--- src/rtl/ipf_pkg.sv ---
// ipf_pkg: shared LCU size codes, filter type codes, parameter-word layout and geometry helpers.
package ipf_pkg;
  typedef enum logic [1:0] {LCU_16 = 2'd0, LCU_32 = 2'd1, LCU_64 = 2'd2, LCU_RSV = 2'd3} lcu_size_e;
  typedef enum logic [2:0] {S_IDLE, S_PRM_RD, S_PRM_LD, S_STREAM, S_WAIT_FIN, S_DONE} state_e;
  localparam logic [1:0] IPF_TYPE_OFF = 2'd0;
  localparam logic [1:0] IPF_TYPE_PO = 2'd1;
  localparam logic [1:0] IPF_TYPE_WO = 2'd2;
  localparam int PRM_TYPE_LSB = 22;
  localparam int PRM_BAND_LSB = 17;
  localparam int PRM_WO_BIT = 16;
  localparam int PRM_OFS_LSB = 0;
  function automatic logic [6:0] lcu_len(input logic [1:0] s);
    return 7'd16 << s;
  endfunction
  function automatic logic [3:0] lcu_cnt(input logic [1:0] s);
    return 4'd8 >> s;
  endfunction
endpackage

--- src/rtl/ipf_skid_fifo.sv ---
// ipf_skid_fifo: 2-deep 8-bit buffer absorbing in-flight image reads while the filter is busy.
module ipf_skid_fifo (
  input  logic       clk,
  input  logic       reset,
  input  logic       push,
  input  logic       pop,
  input  logic [7:0] wdata,
  output logic [7:0] rdata,
  output logic       valid,
  output logic [1:0] count
);
  logic [7:0] mem [2];
  logic wp, rp;
  assign rdata = mem[rp];
  assign valid = count != 2'd0;
  always_ff @(posedge clk or posedge reset) begin
    if (reset) begin
      mem <= '{default: '0};
      wp <= 1'b0;
      rp <= 1'b0;
      count <= 2'd0;
    end else begin
      if (push) begin
        mem[wp] <= wdata;
        wp <= ~wp;
      end
      if (pop) rp <= ~rp;
      count <= count + {1'b0, push} - {1'b0, pop};
    end
  end
endmodule

--- src/rtl/ipf_lcu_streamer.sv ---
// ipf_lcu_streamer: streams a frame LCU by LCU from image RAM into the IPF filter,
// loading per-LCU filter parameters between LCUs and honouring busy back-pressure.
module ipf_lcu_streamer
  import ipf_pkg::*;
#(
  parameter int IMG_W = 128,
  parameter int AW = 14
) (
  input  logic          clk,
  input  logic          reset,
  input  logic          start,
  input  logic [1:0]    cfg_lcu_size,
  output logic          img_rd,
  output logic [AW-1:0] img_addr,
  input  logic [7:0]    img_data,
  output logic          prm_rd,
  output logic [5:0]    prm_addr,
  input  logic [23:0]   prm_data,
  input  logic          busy,
  input  logic          finish,
  output logic          in_en,
  output logic [7:0]    din,
  output logic [1:0]    ipf_type,
  output logic [4:0]    ipf_band_pos,
  output logic          ipf_wo_class,
  output logic [15:0]   ipf_offset,
  output logic [2:0]    lcu_x,
  output logic [2:0]    lcu_y,
  output logic [1:0]    lcu_size,
  output logic          done
);
  state_e state, nxt;
  logic [6:0] r, c, ri, ci, lm1, row, col;
  logic [2:0] nm1;
  logic [1:0] buf_cnt;
  logic idone, pend, buf_valid, start_ok, pix_last, lcu_last;
  ipf_skid_fifo u_buf (
    .clk(clk), .reset(reset), .push(pend), .pop(in_en), .wdata(img_data),
    .rdata(din), .valid(buf_valid), .count(buf_cnt)
  );
  assign lm1 = lcu_len(lcu_size) - 7'd1;
  assign nm1 = 3'(lcu_cnt(lcu_size) - 4'd1);
  assign start_ok = start && cfg_lcu_size != LCU_RSV;
  assign in_en = buf_valid & ~busy & (state == S_STREAM);
  assign pix_last = in_en && r == lm1 && c == lm1;
  assign lcu_last = lcu_x == nm1 && lcu_y == nm1;
  // Occupancy plus the read in flight must leave room once this cycle's pop is counted.
  assign img_rd = state == S_STREAM && !idone &&
                  ({1'b0, buf_cnt} + {2'b0, pend} < 3'd2 + {2'b0, in_en});
  assign row = 7'({4'b0, lcu_y} << (3'd4 + {1'b0, lcu_size})) + ri;
  assign col = 7'({4'b0, lcu_x} << (3'd4 + {1'b0, lcu_size})) + ci;
  assign img_addr = img_rd ? AW'(row) * AW'(IMG_W) + AW'(col) : '0;
  assign prm_rd = state == S_PRM_RD;
  assign prm_addr = prm_rd ? 6'({3'b0, lcu_y} << (2'd3 - lcu_size)) | {3'b0, lcu_x} : '0;
  always_ff @(posedge clk or posedge reset) begin
    if (reset) state <= S_IDLE;
    else state <= nxt;
  end
  always_comb begin
    nxt = state;
    unique case (state)
      S_IDLE, S_DONE: nxt = start_ok ? S_PRM_RD : state;
      S_PRM_RD:       nxt = S_PRM_LD;
      S_PRM_LD:       nxt = S_STREAM;
      S_STREAM:       nxt = pix_last ? (lcu_last ? S_WAIT_FIN : S_PRM_RD) : state;
      S_WAIT_FIN:     nxt = finish ? S_DONE : state;
      default:        nxt = S_IDLE;
    endcase
  end
  always_ff @(posedge clk or posedge reset) begin
    if (reset) begin
      {r, c, ri, ci} <= '0;
      {idone, pend, done} <= '0;
      {lcu_x, lcu_y, lcu_size} <= '0;
      {ipf_type, ipf_band_pos, ipf_wo_class, ipf_offset} <= '0;
    end else begin
      pend <= img_rd;
      if ((state == S_IDLE || state == S_DONE) && start_ok) begin
        lcu_size <= cfg_lcu_size;
        lcu_x <= 3'd0;
        lcu_y <= 3'd0;
        done <= 1'b0;
      end
      if (state == S_WAIT_FIN && finish) done <= 1'b1;
      if (state == S_PRM_LD) begin
        ipf_type <= prm_data[PRM_TYPE_LSB +: 2];
        ipf_band_pos <= prm_data[PRM_BAND_LSB +: 5];
        ipf_wo_class <= prm_data[PRM_WO_BIT];
        ipf_offset <= prm_data[PRM_OFS_LSB +: 16];
        {r, c, ri, ci} <= '0;
        idone <= 1'b0;
      end
      if (img_rd) begin
        ci <= ci == lm1 ? 7'd0 : ci + 7'd1;
        if (ci == lm1) ri <= ri + 7'd1;
        if (ci == lm1 && ri == lm1) idone <= 1'b1;
      end
      if (in_en) begin
        c <= c == lm1 ? 7'd0 : c + 7'd1;
        if (c == lm1) r <= r + 7'd1;
      end
      if (pix_last && !lcu_last) begin
        lcu_x <= lcu_x == nm1 ? 3'd0 : lcu_x + 3'd1;
        if (lcu_x == nm1) lcu_y <= lcu_y + 3'd1;
      end
    end
  end
endmodule

--- config.mk ---
export PLATFORM = sky130hd
export DESIGN_NAME = ipf_lcu_streamer
export DESIGN_NICKNAME = d
export VERILOG_FILES = /design/src/rtl/ipf_pkg.sv /design/src/rtl/ipf_skid_fifo.sv /design/src/rtl/ipf_lcu_streamer.sv
export SDC_FILE = /design/constraint.sdc
export NUM_CORES = 1
export LEC_CHECK = 0
export CAP_MARGIN = 20
export CORE_ASPECT_RATIO = 1.1
export CORE_MARGIN = 5
export CORE_UTILIZATION = 53
export CTS_BUF_LIST = sky130_fd_sc_hd__clkbuf_2 sky130_fd_sc_hd__clkbuf_4 sky130_fd_sc_hd__clkbuf_8
export DETAILED_ROUTE_END_ITERATION = 12
export GPL_TIMING_DRIVEN = 0
export HOLD_SLACK_MARGIN = 0.05
export PLACE_DENSITY = 0.87
export SLEW_MARGIN = 20
export SYNTH_ARGS = -nofsm -noshare
export SYNTH_HDL_FRONTEND = slang
export SYNTH_HIERARCHICAL = 1
export SYNTH_SLANG_ARGS = --single-unit
--- constraint.sdc ---
create_clock -name clk -period 4 [get_ports clk]
set_clock_uncertainty 0.15 [all_clocks]
set_input_delay 0.8 -clock clk [delete_from_list [all_inputs] [get_ports clk]]
set_output_delay 0.8 -clock clk [all_outputs]
set_load 0.005 [all_outputs]
==> impl_metrics.ini <==
[power_and_ir_drop]
power_leakage_uw = 0.00260
seq_power_share = 0.401
power.share.switching = 0.341
comb_power_share = 0.393
internal_power_uw = 2050
pwr_density_cell_nw_per_um2 = 515
max-vdd-ir-drop_mv = 0.310
power_switching_uw = 1060
pwr-share-clk = 0.206

[sta]
timing.final.setup_violations = 0
fmaxAchievable_ghz = 0.259
fin_hold_viols = 0
rsz0062_at_grt = false
timing.slew.headroom = 0.510
max_slew_vio_count = 0
period_minus_slack_ns = 3.86
timing_worst_slew_pin_value_ns = 0.733
finalCritPeriodShare = 0.964

[die]
initial_utilization = 0.548
dieHeight_um = 108
die_area_um2 = 10700
die_boundary_width_um = 99.1
cell_rows = 35
num_io_pins = 103
core_area_um2 = 8450

[finish]
fillers = 620
final_layout_size_suffix_gt1_frac = 0.114
area_delta_synth_final_pct = 30.2
area.sequential_um2 = 2150
finalInstanceArea_um2 = 6020
finish.utilization = 0.713
nets = 662
diodes = 0
final_cells = 725
multiInputGateArea_um2 = 2320

[global_routing]
grt_util_met3 = 0.0774
global_route.peak_usage_layer = met2
largest_net_degree_at_the_start_of_global_routing = 35
use_met1 = 0.268
globalRouteTotalUtil = 0.220
initial_antenna_violation_count = 0
grt_pass1_wl_mm = 19.2
gr-usage-met2 = 0.367
overflow_left_after_global_routing = 0
first_global_vias = 4188

[synthesis]
synthDominantCellAreaShare = 0.465
synth_warnings = 6
cell_types_with_the_largest_area_share_after_synthesis = sky130_fd_sc_hd__dfrtp_1 (46%), sky130_fd_sc_hd__nand2_1 (8.9%), sky130_fd_sc_hd__mux2_2 (6.1%), sky130_fd_sc_hd__ha_1 (3.2%), sky130_fd_sc_hd__nand3_1 (2.7%)
synth_cell_types = 59
synth.cell_area_um2 = 4630
syn_area_per_cell_um2 = 9.29
edff_count_synth = 0
postSynthRegisterBits = 86
yosys.cell_count.top_type = sky130_fd_sc_hd__nand2_1
synth_top_cell_by_area = sky130_fd_sc_hd__dfrtp_1
synthArstFlopShare = 1.00
post_synth_most_frequent_cells = sky130_fd_sc_hd__nand2_1 (110), sky130_fd_sc_hd__dfrtp_1 (86), sky130_fd_sc_hd__nor2_1 (29), sky130_fd_sc_hd__mux2_2 (25), sky130_fd_sc_hd__nand3_1 (25)
postSynth.topFlopCell = sky130_fd_sc_hd__dfrtp_1
seq_area_frac_synth = 0.465
syn-instance-count = 498
mapped_nets = 551

[placed_design]
place_area_um2 = 5810
place_hpwl_mm = 8.26
routabilityCongestion = 0.833
total_of_buffers_placed_on_input_and_output_ports = 102
place.detailed.instances = 712

[clock_tree]
path_clk_slew_ns = 0.10
clock_path_buffers = 2
clk_latency_ns = 0.36
number_of_buffers_added_by_the_clock_tree_synthesis_step = 9
clock_sinks = 86
cts_max_level = 3
cts_root_buffer = sky130_fd_sc_hd__clkbuf_8
tritoncts = yes
holdBufCountCts = 0

[run]
maxCapViolations = 0

[critical_path]
timing.critical_path.buf_inv = 4
crit_fanout = 19
worstReg2RegEnd = ri[4]
timing.critical_path.arrival_ns = 2.91
worstSetupEndpointType = primary output
worst-setup-path-type = reg -> out
ff2ff_path_depth = 6
required_ns = 3.05
r2r_setup_slack_ns = 1.49
timing.critical_path.max_delay_family = buffers and inverters
critPathSlowestCell = sky130_fd_sc_hd__clkdlybuf4s50_1
r2r_start = pend
cp_cell_sequence = clkbuf_4, buf_6, nor3_2, ha_1, inv_1, fa_1, xor2_1, xnor2_1, nor2_1, clkdlybuf4s50_1
worstSetupStartpointType = flop
max_stage_delay_ns = 0.52

[worst_hold_path]
min_path_type = reg -> reg
whs_endpoint = ipf_offset[3]
timing.hold.worst.start = ipf_offset[3]
hold_depth = 2

[routing]
routed_wirelength_normalized_by_instance_count_um = 15.3
drt-total-wl_mm = 11.1
detailroute.via_count = 3978
vias_per_cell = 5.49
drtIter0Drc = 212
drt_pre_antenna_iters = 4
drt_drc_violations_left = 0
detail-route-antenna-nets = 0

[status]
run_status = finished clean
==> state kept, by name, summed over array words and instances (netlist names) <==
register and cells:
ipf_band_pos 5, u_buf/mem 16, ipf_type 2, state 3, ipf_offset 16, lcu_size 2, r 7, u_buf/rp 1
idone 1, ci 7, ri 7, done 1, u_buf/count 2, pend 1, u_buf/wp 1, c 7
ipf_wo_class 1, lcu_y 3, lcu_x 3
==> through the flow <==
step / setup WS (ns) / hold WS [ns] / setup TNS [ns] / power (µW)
2_1_floorplan: 0.962 / 0.307 / 0 / 1920
3_3_place_gp: -0.0878 / 0.307 / -0.619 / 2400
3_5_place_dp: -0.176 / 0.312 / -1.18 / 2490
4_1_cts: 0.0205 / 0.339 / 0 / 3120
5_1_grt: 0.00516 / 0.366 / 0 / 3320
6_report: 0.143 / 0.335 / 0 / 3100
==> cell families (layout without fill, tap and decap cells) <==
family,Yosys count,in the layout,synth area share
AND/OR/NAND/NOR,230,230,0.236
flip-flops,86,86,0.465
AO/OA/AOI/OAI,77,77,0.109
buffers and inverters,41,157,0.0362
multiplexers,32,32,0.0789
XOR/XNOR,18,18,0.0341
adder cells (fa/ha/maj),14,14,0.0411
==> layer usage <==
metal | part of all wire | vias to the layer above
li1 | - | 1928
met1 | 0.41 | 1898
met2 | 0.48 | 137
met3 | 0.087 | 15
met4 | 0.015 | 0
met5 | 0 | -
==> power groups by stage <==
| stage | clock (µW) | combinational (µW) | sequential [µW] |
|---|---|---|---|
| floorplan | 0 | 697 | 1230 |
| global placement | 0 | 1160 | 1240 |
| detailed placement | 0 | 1230 | 1260 |
| CTS | 647 | 1230 | 1240 |
| global route | 693 | 1350 | 1280 |
| finish | 640 | 1220 | 1240 |
==> worst reg2reg max path, delay by kind of cell, from the launching register on <==
kind	cells	cell delay, ns
adder cells (fa/ha/maj)	1	0.32
AND/OR/NAND/NOR	3	0.95
AO/OA/AOI/OAI	1	0.27
flip-flops	1	0.54
XOR/XNOR	1	0.16
==> worst max-delay path by stage <==
stage	startpoint	endpoint	cells after the start
global placement	busy	img_addr[10]	7
CTS	lcu_size[1]	img_addr[13]	10
floorplan	lcu_size[0]	img_addr[13]	8
detailed placement	busy	img_addr[7]	7
finish	lcu_size[1]	img_addr[13]	10
global route	lcu_size[1]	img_addr[13]	10
==> final cells by class <==
cell class                      count  share of cell area
Multi-Input combinational cell    371               0.385
Tap cell                          111              0.0231
Buffer                             19              0.0160
Inverter                           19              0.0123
Sequential cell                    86               0.357
Clock buffer                        9              0.0206
Clock inverter                      7              0.0131
Timing Repair Buffer              103               0.173
==> what timing repair did <==
action / in CTS / in global routing
cloned: 0 / 0
buffers inserted: 0 / 0
endpoints found under the hold margin: 0 / 0
endpoints found under the setup margin: 11 / 2
resized for setup: 2 / 8
==> cell usage in the layout (no fill, tap or decap), types with 13 or more instances in the layout <==
cell type                         instances
sky130_fd_sc_hd__mux2_2                  25
sky130_fd_sc_hd__o21ai_1                 13
sky130_fd_sc_hd__dfrtp_1                 85
sky130_fd_sc_hd__nand3_1                 25
sky130_fd_sc_hd__nor2_1                  29
sky130_fd_sc_hd__nand2_1                110
sky130_fd_sc_hd__o21ai_0                 20
sky130_fd_sc_hd__clkdlybuf4s50_1        102
sky130_fd_sc_hd__inv_1                   16
No activity file was read; power rests on OpenSTA's default activity.
